[config.mk]
export PLATFORM = sky130hd
export DESIGN_NAME = multdiv_ctrl_flat
export DESIGN_NICKNAME = d
export VERILOG_FILES = /design/src/rtl/multdiv_ctrl_if.sv /design/src/rtl/multdiv_ctrl.sv /design/src/flat_wrapper.sv
export SDC_FILE = /design/constraint.sdc
export NUM_CORES = 1
export LEC_CHECK = 0
export CORE_ASPECT_RATIO = 1.25
export CORE_MARGIN = 5
export CORE_UTILIZATION = 45
export CTS_CLUSTER_DIAMETER = 60
export CTS_CLUSTER_SIZE = 8
export DETAILED_ROUTE_END_ITERATION = 10
export PLACE_DENSITY = 0.68
export REMOVE_ABC_BUFFERS = 1
export SYNTH_ARGS = -nofsm -noshare
export SYNTH_HDL_FRONTEND = slang
export SYNTH_SLANG_ARGS = --single-unit
[constraint.sdc]
create_clock -name clk -period 3.5 [get_ports clk]
set_input_delay 0.875 -clock clk [delete_from_list [all_inputs] [get_ports clk]]
set_output_delay 0.875 -clock clk [all_outputs]
set_load 0.05 [all_outputs]
[src/rtl/multdiv_ctrl_if.sv]
// Handshake/bus bundle between the main control unit (master) and the
// mult/div sequencer (slave). `uns` exists only when MULTDIV_UNSIGNED_EN is defined.
interface multdiv_ctrl_if #(
  parameter int unsigned WIDTH = 32
);
  logic             start;
  logic             op;
  logic [WIDTH-1:0] a;
  logic [WIDTH-1:0] b;
`ifdef MULTDIV_UNSIGNED_EN
  logic             uns;
`endif
  logic             busy;
  logic             done;
  logic             div_zero;
  logic             hi_lo_write;
  logic [WIDTH-1:0] hi;
  logic [WIDTH-1:0] lo;

`ifdef MULTDIV_UNSIGNED_EN
  modport master (output start, op, a, b, uns,
                  input  busy, done, div_zero, hi_lo_write, hi, lo);
  modport slave  (input  start, op, a, b, uns,
                  output busy, done, div_zero, hi_lo_write, hi, lo);
`else
  modport master (output start, op, a, b,
                  input  busy, done, div_zero, hi_lo_write, hi, lo);
  modport slave  (input  start, op, a, b,
                  output busy, done, div_zero, hi_lo_write, hi, lo);
`endif
endinterface

[src/rtl/multdiv_ctrl.sv]
// Iterative mult/div sequencer: radix-2 Booth multiply or restoring divide,
// one step per cycle, then sign fix-up and a Hi/Lo write strobe.
// Optional unsigned mode (multu/divu) is enabled by defining MULTDIV_UNSIGNED_EN.
module multdiv_ctrl #(
  parameter int unsigned WIDTH = 32
) (
  input logic          clk,
  input logic          reset,
  multdiv_ctrl_if.slave bus
);
  localparam int unsigned CW = $clog2(WIDTH) + 1;

  typedef enum logic [2:0] {
    S_IDLE = 3'd0,
    S_MULT = 3'd1,
    S_DIV  = 3'd2,
    S_FIX  = 3'd3,
    S_DONE = 3'd4,
    S_DIVZ = 3'd5
  } state_t;

  state_t           r_state, w_state_nxt;
  logic [CW-1:0]    r_cnt;
  logic             r_op, r_a_neg, r_b_neg, r_qm1;
  logic [WIDTH:0]   r_m;    // multiplicand (mult) or divisor magnitude (div)
  logic [WIDTH:0]   r_acc;  // Booth accumulator or partial remainder
  logic [WIDTH-1:0] r_mq;   // multiplier / dividend shifting into quotient
  logic [WIDTH-1:0] r_hi, r_lo;
  logic             r_busy, r_done, r_div_zero, r_hlw;
  logic             w_busy_nxt, w_done_nxt, w_div_zero_nxt, w_hlw_nxt;
  logic             w_last, w_uns_in, w_a_neg_in, w_b_neg_in;
  logic [WIDTH-1:0] w_a_mag, w_b_mag, w_hi_fix, w_lo_fix;
  logic [WIDTH:0]   w_booth, w_shift;
  logic [WIDTH+1:0] w_sub;

`ifdef MULTDIV_UNSIGNED_EN
  logic             r_uns, r_b_msb;
  assign w_uns_in = bus.uns;
`else
  assign w_uns_in = 1'b0;
`endif

  assign w_a_neg_in = bus.a[WIDTH-1] & ~w_uns_in;
  assign w_b_neg_in = bus.b[WIDTH-1] & ~w_uns_in;
  assign w_a_mag    = w_a_neg_in ? -bus.a : bus.a;
  assign w_b_mag    = w_b_neg_in ? -bus.b : bus.b;
  assign w_last     = (r_cnt == CW'(WIDTH - 1));
  assign w_shift    = {r_acc[WIDTH-1:0], r_mq[WIDTH-1]};
  assign w_sub      = {1'b0, w_shift} - {1'b0, r_m};

  // State register plus registered outputs
  always_ff @(posedge clk) begin
    if (!reset) begin
      r_state    <= S_IDLE;
      r_busy     <= 1'b0;
      r_done     <= 1'b0;
      r_div_zero <= 1'b0;
      r_hlw      <= 1'b0;
    end else begin
      r_state    <= w_state_nxt;
      r_busy     <= w_busy_nxt;
      r_done     <= w_done_nxt;
      r_div_zero <= w_div_zero_nxt;
      r_hlw      <= w_hlw_nxt;
    end
  end

  // Next-state logic
  always_comb begin
    w_state_nxt = r_state;
    case (r_state)
      S_IDLE: begin
        if (bus.start) begin
          if (!bus.op)           w_state_nxt = S_MULT;
          else if (bus.b == '0)  w_state_nxt = S_DIVZ;
          else                   w_state_nxt = S_DIV;
        end
      end
      S_MULT, S_DIV: if (w_last) w_state_nxt = S_FIX;
      S_FIX:         w_state_nxt = S_DONE;
      default:       w_state_nxt = S_IDLE;
    endcase
  end

  // Output decode; div-by-zero reports in the cycle after DIVZ
  always_comb begin
    w_busy_nxt     = 1'b0;
    w_done_nxt     = 1'b0;
    w_div_zero_nxt = 1'b0;
    w_hlw_nxt      = 1'b0;
    w_busy_nxt     = (w_state_nxt == S_MULT) || (w_state_nxt == S_DIV) ||
                     (w_state_nxt == S_FIX);
    w_done_nxt     = (w_state_nxt == S_DONE) || (r_state == S_DIVZ);
    w_div_zero_nxt = (r_state == S_DIVZ);
    w_hlw_nxt      = (w_state_nxt == S_DONE);
  end

  // Booth add/sub selected by the current multiplier bit pair
  always_comb begin
    w_booth = r_acc;
    case ({r_mq[0], r_qm1})
      2'b01:   w_booth = r_acc + r_m;
      2'b10:   w_booth = r_acc - r_m;
      default: w_booth = r_acc;
    endcase
  end

  // Final sign correction for signed divide, top-bit correction for multu
  always_comb begin
    w_hi_fix = r_acc[WIDTH-1:0];
    w_lo_fix = r_mq;
    if (r_op) begin
      if (r_a_neg ^ r_b_neg) w_lo_fix = -r_mq;
      if (r_a_neg)           w_hi_fix = -r_acc[WIDTH-1:0];
    end
`ifdef MULTDIV_UNSIGNED_EN
    // Booth treats the multiplier as signed; add back 2^WIDTH*a when its MSB is set
    if (!r_op && r_uns && r_b_msb) w_hi_fix = r_acc[WIDTH-1:0] + r_m[WIDTH-1:0];
`endif
  end

  // Operand capture, iteration datapath and Hi/Lo result registers
  always_ff @(posedge clk) begin
    if (!reset) begin
      r_cnt   <= '0;
      r_op    <= 1'b0;
      r_a_neg <= 1'b0;
      r_b_neg <= 1'b0;
      r_qm1   <= 1'b0;
      r_m     <= '0;
      r_acc   <= '0;
      r_mq    <= '0;
      r_hi    <= '0;
      r_lo    <= '0;
`ifdef MULTDIV_UNSIGNED_EN
      r_uns   <= 1'b0;
      r_b_msb <= 1'b0;
`endif
    end else begin
      case (r_state)
        S_IDLE: begin
          if (bus.start) begin
            r_op    <= bus.op;
            r_cnt   <= '0;
            r_acc   <= '0;
            r_qm1   <= 1'b0;
            r_a_neg <= w_a_neg_in;
            r_b_neg <= w_b_neg_in;
`ifdef MULTDIV_UNSIGNED_EN
            r_uns   <= bus.uns;
            r_b_msb <= bus.b[WIDTH-1];
`endif
            if (bus.op) begin
              r_m  <= {1'b0, w_b_mag};
              r_mq <= w_a_mag;
            end else begin
              r_m  <= {w_a_neg_in, bus.a};
              r_mq <= bus.b;
            end
          end
        end
        S_MULT: begin
          r_acc <= {w_booth[WIDTH], w_booth[WIDTH:1]};
          r_mq  <= {w_booth[0], r_mq[WIDTH-1:1]};
          r_qm1 <= r_mq[0];
          r_cnt <= r_cnt + CW'(1);
        end
        S_DIV: begin
          r_acc <= w_sub[WIDTH+1] ? w_shift : w_sub[WIDTH:0];
          r_mq  <= {r_mq[WIDTH-2:0], ~w_sub[WIDTH+1]};
          r_cnt <= r_cnt + CW'(1);
        end
        S_FIX: begin
          r_hi <= w_hi_fix;
          r_lo <= w_lo_fix;
        end
        default: ;
      endcase
    end
  end

  assign bus.busy        = r_busy;
  assign bus.done        = r_done;
  assign bus.div_zero    = r_div_zero;
  assign bus.hi_lo_write = r_hlw;
  assign bus.hi          = r_hi;
  assign bus.lo          = r_lo;
endmodule

[src/flat_wrapper.sv]
// flat-port wrapper written by rule: the top's interface ports become plain ports
module multdiv_ctrl_flat 
#(
  parameter int unsigned WIDTH = 32
)
  (clk, reset, bus_start, bus_op, bus_a, bus_b, bus_busy, bus_done, bus_div_zero, bus_hi_lo_write, bus_hi, bus_lo);
  multdiv_ctrl_if #(.WIDTH(WIDTH)) bus_i ();
  input logic clk;
  input logic reset;
  input wire logic [$bits(bus_i.start)-1:0] bus_start;
  input wire logic [$bits(bus_i.op)-1:0] bus_op;
  input wire logic [$bits(bus_i.a)-1:0] bus_a;
  input wire logic [$bits(bus_i.b)-1:0] bus_b;
  output wire logic [$bits(bus_i.busy)-1:0] bus_busy;
  output wire logic [$bits(bus_i.done)-1:0] bus_done;
  output wire logic [$bits(bus_i.div_zero)-1:0] bus_div_zero;
  output wire logic [$bits(bus_i.hi_lo_write)-1:0] bus_hi_lo_write;
  output wire logic [$bits(bus_i.hi)-1:0] bus_hi;
  output wire logic [$bits(bus_i.lo)-1:0] bus_lo;
  assign bus_i.start = bus_start;
  assign bus_i.op = bus_op;
  assign bus_i.a = bus_a;
  assign bus_i.b = bus_b;
  assign bus_busy = bus_i.busy;
  assign bus_done = bus_i.done;
  assign bus_div_zero = bus_i.div_zero;
  assign bus_hi_lo_write = bus_i.hi_lo_write;
  assign bus_hi = bus_i.hi;
  assign bus_lo = bus_i.lo;
  multdiv_ctrl #(.WIDTH(WIDTH)) u_core (.clk(clk), .reset(reset), .bus(bus_i));
endmodule
==> flow_summary.ini <==
[run_status]
outcome = finished, violations left
violations = setup timing

[route]
detail_route.vias_per_cell = 5.77
routedWlPerCell_microns = 18.0
drc = 0
routed_wl_mm = 48.2
dr.pass1.iters = 6
drt_iter0_markers = 1193
vias = 15400
postRouteAntennaNets = 0

[global_route]
grt_overflow = 0
grt_pass1_wl_mm = 77.2
use_met3_pct = 2.64
use_met2_pct = 45.8
use_met1_pct = 33.7
busiest_layer = met2
grt_max_degree = 54
grt_pass1_vias = 14900
grtUsageTotal_pct = 26.2
grt_antenna_before_repair = 0

[hold_path]
holdPathEnd = u_core.bus.hi[28]
worstHoldStart = u_core.bus.hi[28]
hp-class = reg -> reg
hold_path_depth = 2

[critical_path]
critPathArrivalTime_ns = 4.02
rr_worst_depth = 17
crit_type = reg -> reg
regToRegStartpoint = u_core.r_m[5]
cp_slowest_cell = ha_1
r2r-end = u_core.r_acc[28]
r2r_setup_slack_ns = -0.12
cp_data_required_time_ns = 3.89
path_max_fanout = 4
start_kind = register
end_kind = register
crit_family = compound AO/OA/AOI/OAI gates
critPathBufInv = 3
worstPathCellList = nor4_2 -> buf_4 -> and3_4 -> and3_4 -> a21o_4 -> xnor2_2 -> ha_1 -> buf_4 -> a211o_1 -> a31o_2 -> o22a_1 -> a311o_1 -> buf_6 -> a41oi_2 -> xnor2_1 -> nand2_1 -> a21oi_1
slowest_delay_ns = 0.35

[cells_and_area]
finish.instance_area_sq_um = 19100
antenna_cells = 0
area_growth_pct = 32.3
layout.nets = 2394
final_cells = 2676
final_cell_mix = buf_4, nor2_1, nand2_1, a21oi_1, dfxtp_1
mostFrequentLayoutCell = buf_4
layout-drive-gt1-share_pct = 19.6

[run]
maxCapViolCount = 0

[die]
die_area_sq_um = 35800
fp.dieW_microns = 170
ios = 136
core.rowCount = 73
coreArea_sq_um = 31800
floorplan.initialDensity_pct = 45.4
die_h_microns = 210

[power_and_ir_drop]
p_per_area_nw_per_um2 = 484
p_total_uw = 9240
worst_ir_drop_vdd_uv = 343
leakagePower_uw = 0.00766

[placed_design]
place.gp.congestion = 0.967
place_area_sq_um = 17700
port_buffers = 135
place_inst = 2625
hpwl_mm = 36.5

[synthesis]
synth-async-reset-ratio_pct = 0
synth.top_cell.area_share_pct = 24.8
netlist_instances = 1958
yosys_warnings = 0
synth_edf_count = 0
syn_avg_cell_area_sq_um = 7.38
synth.distinct_cells = 79
netlist_area_sq_um = 14400
synthTopCellsByArea = dfxtp_1, a21oi_1, xor2_1
synth-seq-cells = 179
ys.flop_type = dfxtp_1
synth.yosys.seq_area_share_pct = 24.8
yosysTopAreaCell = dfxtp_1

[cts]
clock_sinks = 179
cts_root_buf = clkbuf_16
tritoncts = yes
clk_pin_slew_worst_paths_ns = 0.07
cts_hold_buffers = 0
cts_buffer_depth = 2
cts_buffers = 17
htreeDepth = 4
clock_latency_ns = 0.46

[timing]
drv_slew = 0
rsz0062_at_grt = true
tns_ns = -0.706
finalSetupViolCount = 9
timing.final.crit_share_pct = 104
setup_slack_ns = -0.124
max-slew-margin-rel_pct = 44.3
skew_ns = 0.0108
hold_viol = 0
tightest_slew_ns = 0.835
fin_crit_ns = 3.62
max_freq_ghz = 0.276
-- synth_stat cells, types with 4 or more instances --
cell type / count
nor2_1: 229
o211ai_1: 19
dfxtp_1: 179
and3_1: 16
xor2_1: 106
a211oi_1: 98
mux2_2: 5
nor2b_1: 10
a31oi_1: 23
a41oi_1: 5
nand3_1: 20
ha_1: 72
o21ai_1: 5
o31ai_1: 24
or3_1: 10
a21oi_1: 189
buf_2: 7
a221oi_1: 43
xnor2_1: 99
o221ai_1: 4
a22oi_1: 12
mux2i_1: 5
a222oi_1: 14
and2_1: 10
nor3_1: 30
nand4_1: 19
o41ai_1: 15
nor4_1: 19
inv_1: 64
nor3b_1: 6
clkbuf_1: 121
o21bai_1: 5
nand2_1: 184
o21a_1: 12
nand2b_1: 15
o21ai_0: 152
a21o_1: 40
or4_1: 11
-- sequential cells by signal, indices dropped and copies added, names as in the netlist --
signal and count:
u_core.bus.div_zero 1, u_core.r_mq 32, u_core.r_b_neg 1, u_core.r_m 33, u_core.bus.hi_lo_write 1, u_core.r_state 3, u_core.bus.done 1, u_core.r_a_neg 1
u_core.bus.lo 32, u_core.r_acc 33, u_core.r_qm1 1, u_core.r_cnt 6, u_core.bus.hi 32, u_core.r_op 1, u_core.bus.busy 1
-- per-stage QoR --
stage                     setup WS, ns  utilization (%)  hold WS (ns)
after floorplan                  -4.04                -         0.436
after global placement          -0.344             55.8         0.441
after detailed placement        -0.435             55.8         0.446
after CTS                       -0.151             58.7         0.455
after global routing            -0.273             60.1         0.476
final                           -0.124             60.1         0.450
-- logic make-up after synthesis --
family / count (synthesis) / share of synthesized area, %
xor+xnor: 205 / 12.4
simple gates: 601 / 19.1
mux: 10 / 0.736
flops: 179 / 24.8
compound gates: 690 / 31.0
buf+inv: 199 / 5.41
fa+ha+maj: 74 / 6.51
-- layer usage --
metal  wire [microns]  up-vias  share of wire [%]
met4             1170        0                2.4
met1            20700     7210                 43
met5                0        -                  0
met3             2260       67                4.7
met2            24100      442                 50
li1                 -     7727                  -
-- power by group --
| group | internal, uW | total (uW) | leakage, uW | switching, uW |
|---|---|---|---|---|
| Clock | 1030 | 1960 | 0.000283 | 931 |
| Sequential | 2200 | 2410 | 0.00146 | 207 |
| Combinational | 2240 | 4880 | 0.00591 | 2640 |
| Total | 5470 | 9240 | 0.00766 | 3780 |
-- how the worst max path moves through the flow --
stage	cells past startpoint	endpoint	from
after floorplan	6	u_core.r_m[10]	bus_start
after global placement	19	u_core.r_acc[32]	u_core.r_m[0]
after detailed placement	19	u_core.r_acc[32]	u_core.r_m[0]
after CTS	18	u_core.r_acc[29]	u_core.r_m[0]
after global routing	18	u_core.r_acc[29]	u_core.r_m[0]
final	17	u_core.r_acc[28]	u_core.r_m[5]
-- layout make-up --
type | count | area (sq um)
clock buffers | 19 | 453
fillers | 2908 | 12700
flip-flops and latches | 179 | 3590
clock inverters | 12 | 116
well taps | 412 | 515
multi-input cells | 1580 | 10700
inverters | 65 | 246
repair buffers | 409 | 3490
-- worst register-to-register path, delay by kind of cell, from the launching register on --
kind / cells / cell delay, ns
AND/OR/NAND/NOR: 4 / 0.74
AO/OA/AOI/OAI: 7 / 1.46
flip-flops: 1 / 0.33
XOR/XNOR: 2 / 0.21
buffers and inverters: 3 / 0.48
adder cells (fa/ha/maj): 1 / 0.35
-- repair_timing --
action | in CTS | in global routing
pin swaps | 48 | 43
setup endpoints to repair | 17 | 31
resized for setup | 58 | 84
buffers inserted | 15 | 7
gates cloned | 0 | 0
hold endpoints to repair | 0 | 0
Power figures use the tool's default switching activity.
